`config.mk`:
```
export PLATFORM = sky130hd
export DESIGN_NAME = store_drain_buffer
export DESIGN_NICKNAME = d
export VERILOG_FILES = /design/src/rtl/store_drain_buffer_pkg.sv /design/src/rtl/sdb_fifo.sv /design/src/rtl/store_drain_buffer.sv
export SDC_FILE = /design/constraint.sdc
export NUM_CORES = 2
export LEC_CHECK = 0
export ABC_AREA = 1
export CAP_MARGIN = 20
export CELL_PAD_IN_SITES_DETAIL_PLACEMENT = 1
export CELL_PAD_IN_SITES_GLOBAL_PLACEMENT = 1
export CORE_UTILIZATION = 39
export CTS_BUF_LIST = sky130_fd_sc_hd__clkbuf_2 sky130_fd_sc_hd__clkbuf_4 sky130_fd_sc_hd__clkbuf_8
export DETAILED_ROUTE_END_ITERATION = 7
export GPL_ROUTABILITY_DRIVEN = 0
export PLACE_DENSITY = 0.75
export SLEW_MARGIN = 40
export SYNTH_ARGS = -nofsm -noshare
export SYNTH_HDL_FRONTEND = slang
export SYNTH_SLANG_ARGS = --single-unit
```
`constraint.sdc`:
```
create_clock -name clk -period 21.7 [get_ports clk]
set_clock_uncertainty 0.2 [all_clocks]
set_input_delay 2.17 -clock clk [delete_from_list [all_inputs] [get_ports clk]]
set_output_delay 2.17 -clock clk [all_outputs]
set_load 0.05 [all_outputs]
```
`src/rtl/store_drain_buffer_pkg.sv`:
```
// Shared store-path types: access sizes, drain FSM states and lane helpers.
package store_drain_buffer_pkg;

    typedef enum logic [2:0] {
        SB = 3'd0,
        SH = 3'd1,
        SW = 3'd2,
        SD = 3'd3
    } mem_size_e;

    typedef enum logic [1:0] {
        IDLE     = 2'd0,
        REQ      = 2'd1,
        WAIT_ACK = 2'd2
    } drain_state_e;

    localparam int unsigned LANE_BYTES = 8;

    // Byte-enable mask for an access of the given size at byte offset off.
    function automatic logic [LANE_BYTES-1:0] byte_mask(input logic [2:0] size,
                                                        input logic [2:0] off);
        logic [LANE_BYTES-1:0] base;
        case (mem_size_e'(size))
            SB:      base = 8'h01;
            SH:      base = 8'h03;
            SW:      base = 8'h0F;
            SD:      base = 8'hFF;
            default: base = 8'h00;
        endcase
        return base << off;
    endfunction

    // True when the size is legal and the access stays inside one doubleword.
    function automatic logic store_fits(input logic [2:0] size,
                                        input logic [2:0] off);
        logic [3:0] nbytes;
        if (size > 3'd3) begin
            return 1'b0;
        end
        nbytes = 4'd1 << size[1:0];
        return ({1'b0, off} + nbytes) <= 4'd8;
    endfunction

endpackage

```
`src/rtl/sdb_fifo.sv`:
```
// Circular store-entry storage with per-entry valid and tag taps for conflict compare.
module sdb_fifo #(
    parameter int unsigned DEPTH  = 4,
    parameter int unsigned TAG_W  = 61,
    parameter int unsigned DATA_W = 64,
    parameter int unsigned STRB_W = 8
) (
    input  logic                            clk,
    input  logic                            reset,
    input  logic                            push,
    input  logic [TAG_W-1:0]                push_tag,
    input  logic [DATA_W-1:0]               push_data,
    input  logic [STRB_W-1:0]               push_strb,
    input  logic                            pop,
    output logic [TAG_W-1:0]                head_tag,
    output logic [DATA_W-1:0]               head_data,
    output logic [STRB_W-1:0]               head_strb,
    output logic [$clog2(DEPTH):0]          count,
    output logic                            full,
    output logic                            empty,
    output logic [DEPTH-1:0][TAG_W-1:0]     tags,
    output logic [DEPTH-1:0]                valid
);

    localparam int unsigned PTR_W = $clog2(DEPTH);
    localparam int unsigned CNT_W = PTR_W + 1;

    logic [TAG_W-1:0]  tag_q  [DEPTH];
    logic [DATA_W-1:0] data_q [DEPTH];
    logic [STRB_W-1:0] strb_q [DEPTH];
    logic [PTR_W-1:0]  wr_ptr;
    logic [PTR_W-1:0]  rd_ptr;
    logic              push_ok;
    logic              pop_ok;

    assign full    = (count == CNT_W'(DEPTH));
    assign empty   = (count == '0);
    assign push_ok = push && !full;
    assign pop_ok  = pop && !empty;

    assign head_tag  = tag_q[rd_ptr];
    assign head_data = data_q[rd_ptr];
    assign head_strb = strb_q[rd_ptr];

    // Entry write on push.
    always_ff @(posedge clk or posedge reset) begin
        if (reset) begin
            for (int i = 0; i < DEPTH; i++) begin
                tag_q[i]  <= '0;
                data_q[i] <= '0;
                strb_q[i] <= '0;
            end
        end else if (push_ok) begin
            tag_q[wr_ptr]  <= push_tag;
            data_q[wr_ptr] <= push_data;
            strb_q[wr_ptr] <= push_strb;
        end
    end

    // Pointer and occupancy tracking; pointers wrap naturally at DEPTH.
    always_ff @(posedge clk or posedge reset) begin
        if (reset) begin
            wr_ptr <= '0;
            rd_ptr <= '0;
            count  <= '0;
        end else begin
            if (push_ok) wr_ptr <= wr_ptr + PTR_W'(1);
            if (pop_ok)  rd_ptr <= rd_ptr + PTR_W'(1);
            case ({push_ok, pop_ok})
                2'b10:   count <= count + CNT_W'(1);
                2'b01:   count <= count - CNT_W'(1);
                default: count <= count;
            endcase
        end
    end

    // Entry is live when its distance from the head is below the occupancy.
    always_comb begin
        valid = '0;
        tags  = '0;
        for (int i = 0; i < DEPTH; i++) begin
            logic [PTR_W-1:0] rel;
            rel      = PTR_W'(i) - rd_ptr;
            valid[i] = ({1'b0, rel} < count);
            tags[i]  = tag_q[i];
        end
    end

endmodule

```
`src/rtl/store_drain_buffer.sv`:
```
// Buffers committed stores and drains them oldest-first over a req/grant/ack bus.
module store_drain_buffer
    import store_drain_buffer_pkg::*;
#(
    parameter int unsigned DEPTH      = 4,
    parameter int unsigned ADDR_WIDTH = 64,
    parameter int unsigned DATA_WIDTH = 64
) (
    input  logic                      clk,
    input  logic                      reset,
    input  logic                      in_valid,
    input  logic [ADDR_WIDTH-1:0]     in_addr,
    input  logic [DATA_WIDTH-1:0]     in_val,
    input  logic [2:0]                in_size,
    output logic                      in_ready,
    output logic                      misalign_err,
    input  logic [ADDR_WIDTH-1:0]     ld_check_addr,
    output logic                      ld_conflict,
    output logic                      bus_req,
    output logic [ADDR_WIDTH-1:0]     bus_addr,
    output logic [DATA_WIDTH-1:0]     bus_wdata,
    output logic [DATA_WIDTH/8-1:0]   bus_wstrb,
    input  logic                      bus_grant,
    input  logic                      bus_ack,
    output logic                      empty
);

    localparam int unsigned STRB_W = DATA_WIDTH / 8;
    localparam int unsigned TAG_W  = ADDR_WIDTH - 3;
    localparam int unsigned CNT_W  = $clog2(DEPTH) + 1;

    drain_state_e              state;
    logic [2:0]                in_off;
    logic                      in_legal;
    logic                      accept;
    logic                      push;
    logic                      pop;
    logic [STRB_W-1:0]         fmt_strb;
    logic [DATA_WIDTH-1:0]     fmt_wdata;
    logic [TAG_W-1:0]          head_tag;
    logic [DATA_WIDTH-1:0]     head_data;
    logic [STRB_W-1:0]         head_strb;
    logic [CNT_W-1:0]          fifo_count;
    logic                      fifo_full;
    logic                      fifo_empty;
    logic [DEPTH-1:0][TAG_W-1:0] fifo_tags;
    logic [DEPTH-1:0]          fifo_valid;
    logic [2:0]                unused_ld_offset;

    assign unused_ld_offset = ld_check_addr[2:0];

    // Lane formatting of the incoming store.
    assign in_off    = in_addr[2:0];
    assign in_legal  = store_fits(in_size, in_off);
    assign accept    = in_valid && in_ready;
    assign push      = accept && in_legal;
    assign fmt_strb  = STRB_W'(byte_mask(in_size, in_off));
    assign fmt_wdata = in_val << {in_off, 3'b000};

    assign pop = (state == WAIT_ACK) && bus_ack;

    sdb_fifo #(
        .DEPTH  (DEPTH),
        .TAG_W  (TAG_W),
        .DATA_W (DATA_WIDTH),
        .STRB_W (STRB_W)
    ) u_fifo (
        .clk       (clk),
        .reset     (reset),
        .push      (push),
        .push_tag  (in_addr[ADDR_WIDTH-1:3]),
        .push_data (fmt_wdata),
        .push_strb (fmt_strb),
        .pop       (pop),
        .head_tag  (head_tag),
        .head_data (head_data),
        .head_strb (head_strb),
        .count     (fifo_count),
        .full      (fifo_full),
        .empty     (fifo_empty),
        .tags      (fifo_tags),
        .valid     (fifo_valid)
    );

    assign in_ready  = !fifo_full;
    assign empty     = fifo_empty && (state == IDLE);
    assign bus_req   = (state == REQ);
    assign bus_addr  = bus_req ? {head_tag, 3'b000} : '0;
    assign bus_wdata = bus_req ? head_data : '0;
    assign bus_wstrb = bus_req ? head_strb : '0;

    // Drain sequencer: present head, wait for grant, then wait for the write ack.
    always_ff @(posedge clk or posedge reset) begin
        if (reset) begin
            state <= IDLE;
        end else begin
            case (state)
                IDLE:     if (fifo_count != '0) state <= REQ;
                REQ:      if (bus_grant) state <= WAIT_ACK;
                WAIT_ACK: if (bus_ack) state <= (fifo_count > CNT_W'(1)) ? REQ : IDLE;
                default:  state <= IDLE;
            endcase
        end
    end

    // One-cycle error pulse for a store that was consumed but dropped.
    always_ff @(posedge clk or posedge reset) begin
        if (reset) begin
            misalign_err <= 1'b0;
        end else begin
            misalign_err <= accept && !in_legal;
        end
    end

    // Doubleword match against live entries and the store being enqueued now.
    always_comb begin
        ld_conflict = push && (in_addr[ADDR_WIDTH-1:3] == ld_check_addr[ADDR_WIDTH-1:3]);
        for (int i = 0; i < DEPTH; i++) begin
            if (fifo_valid[i] && (fifo_tags[i] == ld_check_addr[ADDR_WIDTH-1:3])) begin
                ld_conflict = 1'b1;
            end
        end
    end

endmodule

```
==> results.json <==
{
  "placed_cells_incl_taps": 5469,
  "clk_latency_ns": 0.70,
  "synth_area_per_cell_um2": 7.10,
  "min_path_type": "reg -> reg",
  "timing.fmax_mhz": 130,
  "timing.critical_path.required_ns": 19.33,
  "cts_tree": "built",
  "first_pass_iters": 5,
  "total_number_of_vias": 30485,
  "chipHeight_um": 283,
  "power-per-cell-area_nw_per_um2": 142,
  "critPathMaxFanout": 35,
  "grt_max_degree": 134,
  "route.antenna.remaining_nets": 0,
  "post_route_cells_drive_above_1_share_pct": 5.83,
  "area.growth.synth_to_final_pct": 19.5,
  "cts.htree.levels": 3,
  "pwr-share-clk_pct": 21.1,
  "p_leak_nw": 18.1,
  "tns_ns": 0,
  "asyncSetResetFlopFracSynth_pct": 100,
  "crit_top_cell": "nand2_1",
  "critPathCaptureType": "primary output",
  "final_net_count": 4749,
  "intPower_mw": 2.82,
  "worst_case_hold_slack_ns": 0.278,
  "setup_viol": 0,
  "dieArea_um2": 79900,
  "port_buffers": 334,
  "netlist_top_cells_count": "nand2_1 (2157), dfrtp_1 (542), nor2_1 (241)",
  "ir_drop_mv": 0.0741,
  "die_w_um": 283,
  "net-switching-power_mw": 2.39,
  "number_of_global_route_vias_before_repair": 31453,
  "first_iter_violations": 2295,
  "clock-sinks": 542,
  "cts_root_buffer": "clkbuf_8",
  "final_cells": 5657,
  "fin_crit_ns": 7.71,
  "start_kind": "input pin",
  "synth_flop_cell": "dfrtp_1",
  "comb_power_share_pct": 43.4,
  "mappedNetlistArea_um2": 30700,
  "cap_viol_max_count": 0,
  "synth.distinct_cells": 32,
  "cts-hold-fix-buffers": 0,
  "final_cycle_utilization_of_the_critical_path_pct": 35.5,
  "wl_met1_mm": 53.3,
  "dpl.hpwl_mm": 79.5,
  "slowest_stage_delay_on_critical_path_ns": 0.87,
  "drv_slew": 0,
  "power.sequential.fraction_pct": 35.4,
  "rows": 102,
  "antenna_found_initial": 5,
  "timing_worst_slew_pin_value_ns": 0.917,
  "start_util_pct": 39.5,
  "rsz0062_at_grt": "no",
  "ys_seq_area_share_pct": 44.2,
  "syn-instance-count": 4323,
  "grt.overflow.total": 0,
  "cts_inserted_buffers": 99,
  "topRoutingLayerUsed": "met5",
  "report.final.hold_viol_count": 0,
  "dr_wl_met2_mm": 59.6,
  "synth_top_cell_area_share_pct": 44.2,
  "netSwitchingFraction_pct": 45.8,
  "synth_seq_cells": 542,
  "floorplan.core_area_um2": 77700,
  "post_cts.repair.setup_buffers": 0,
  "cts_resized": 0,
  "grt.total_usage_pct": 31.3,
  "viasPerCell": 5.39,
  "critical_path.cell_chain": "clkdlybuf4s50_1 -> buf_4 -> nand3_2 -> nand2_1 -> inv_1 -> ha_1 -> nor2_1 -> nand2_1 -> nand3_2 -> nand3_4 -> inv_1 -> nand2_1 -> nand2_1 -> clkdlybuf4s50_1",
  "totalWireLength_mm": 125,
  "yosysMostFrequentCell": "nand2_1",
  "worstSetupPathType": "in -> out",
  "drt-wirelength-per-cell_um": 22.1,
  "ys_warn_count": 0,
  "cts-root-to-sink-buffers": 3,
  "crit_arrival_ns": 5.34,
  "synthDominantAreaCellType": "dfrtp_1",
  "grt_first_pass_wirelength_mm": 190,
  "synthTopCellsByArea": "dfrtp_1 (44%), nand2_1 (26%), o21ai_0 (3.0%)",
  "maxSlewHeadroom_pct": 38.9,
  "ios": 341,
  "status": "finished clean",
  "cts.clk_slew.worst_paths_ns": 0.05,
  "critical-path-slowest-cell": "clkdlybuf4s50_1",
  "synth-edff-count": 0,
  "detail_route.drc_violations": 0,
  "route.met3.wl_mm": 6.63
}
[worst max-delay path: cells and delay by family]
kind	cells	cell delay, ns
adders and majority gates	1	0.28
buffers and inverters	5	1.89
and+or+nand+nor	8	0.98
[metrics by stage]
step	util [%]	area, um2	power, mW	worst slack, ns
final	47.2	36700	5.21	13.99
after floorplan	-	30700	3.26	4.18
after detailed placement	44.2	34400	4.10	14.01
after CTS	47.1	36600	5.22	14.00
after global routing	47.2	36700	5.53	13.82
after global placement	44.1	34200	4.02	14.04
[logic make-up after synthesis]
group | after synthesis | share of synthesized area [%]
adders and majority gates | 15 | 0.611
buffers and inverters | 505 | 7.59
DFF | 542 | 44.2
AOI/OAI and AO/OA | 491 | 10.1
xor gates and xnor gates | 151 | 4.31
and+or+nand+nor | 2612 | 33.1
muxes | 6 | 0.196
other | 1 | 0.0122
[flip-flops by register name (all words and copies together), names as in the netlist]
register,count
u_fifo.data_q,256
u_fifo.tags,244
u_fifo.strb_q,32
u_fifo.count,3
state,2
u_fifo.rd_ptr,2
u_fifo.wr_ptr,2
misalign_err,1
[final timing paths]
| check | startpoint | to | slack [ns] | cells past startpoint |
|---|---|---|---|---|
| min | u_fifo.data_q[121]$_DFFE_PP0P_ | u_fifo.data_q[121]$_DFFE_PP0P_ | 0.28 | 2 |
| max reg2reg | u_fifo.count[0]$_DFFE_PP0P_ | u_fifo.data_q[203]$_DFFE_PP0P_ | 17.61 | 11 |
| max | in_addr[1] | ld_conflict | 13.99 | 14 |
| min in group asynchronous | reset | u_fifo.data_q[111]$_DFFE_PP0P_ | 1.72 | 2 |
| max in group asynchronous | reset | u_fifo.tags[24]$_DFFE_PP0P_ | 17.14 | 5 |
| min reg2reg | u_fifo.data_q[121]$_DFFE_PP0P_ | u_fifo.data_q[121]$_DFFE_PP0P_ | 0.28 | 2 |
[power groups by stage]
| stage | Clock (mW) | Combinational [mW] | Sequential (mW) |
|---|---|---|---|
| 6_report | 1.10 | 2.26 | 1.85 |
| 5_1_grt | 1.16 | 2.47 | 1.90 |
| 4_1_cts | 1.12 | 2.27 | 1.83 |
| 3_5_place_dp | 0 | 2.25 | 1.84 |
| 3_3_place_gp | 0 | 2.19 | 1.83 |
| 2_1_floorplan | 0 | 1.54 | 1.72 |
[cell usage in the layout, fill, tap and decap left out, drive strengths merged]
cell type      count
clkbuf           169
o211ai            15
clkinv            10
nor2             245
nand4             12
a31oi            107
xor2              53
a22oi             92
o21ai            183
ha                15
a21oi             15
xnor2             98
o221ai             2
clkinvlp           1
or2               11
nand3            171
clkdlybuf4s50    332
nor3              16
conb               3
inv              229
bufinv             1
o22ai             25
diode              3
a221oi            50
dfrtp            542
nand2           2157
buf               52
mux2i              6
a21boi             2
[layout make-up]
cell class	instances	area, um2
clock inverter	15	136
multi-input combinational	3278	14900
tap	1040	1300
clock buffer	166	2110
inverter	226	866
antenna	3	7.51
sequential	542	13600
fill	9746	41000
timing repair buffer	387	3850
[metal layers]
metal / vias to the layer above / global-route usage (%)
li1: 14080 / -
met2: 934 / 52.5
met5: - / 0
met3: 226 / 4.33
met1: 15241 / 40.4
met4: 4 / 13.2
No activity file was read; power rests on OpenSTA's default activity.
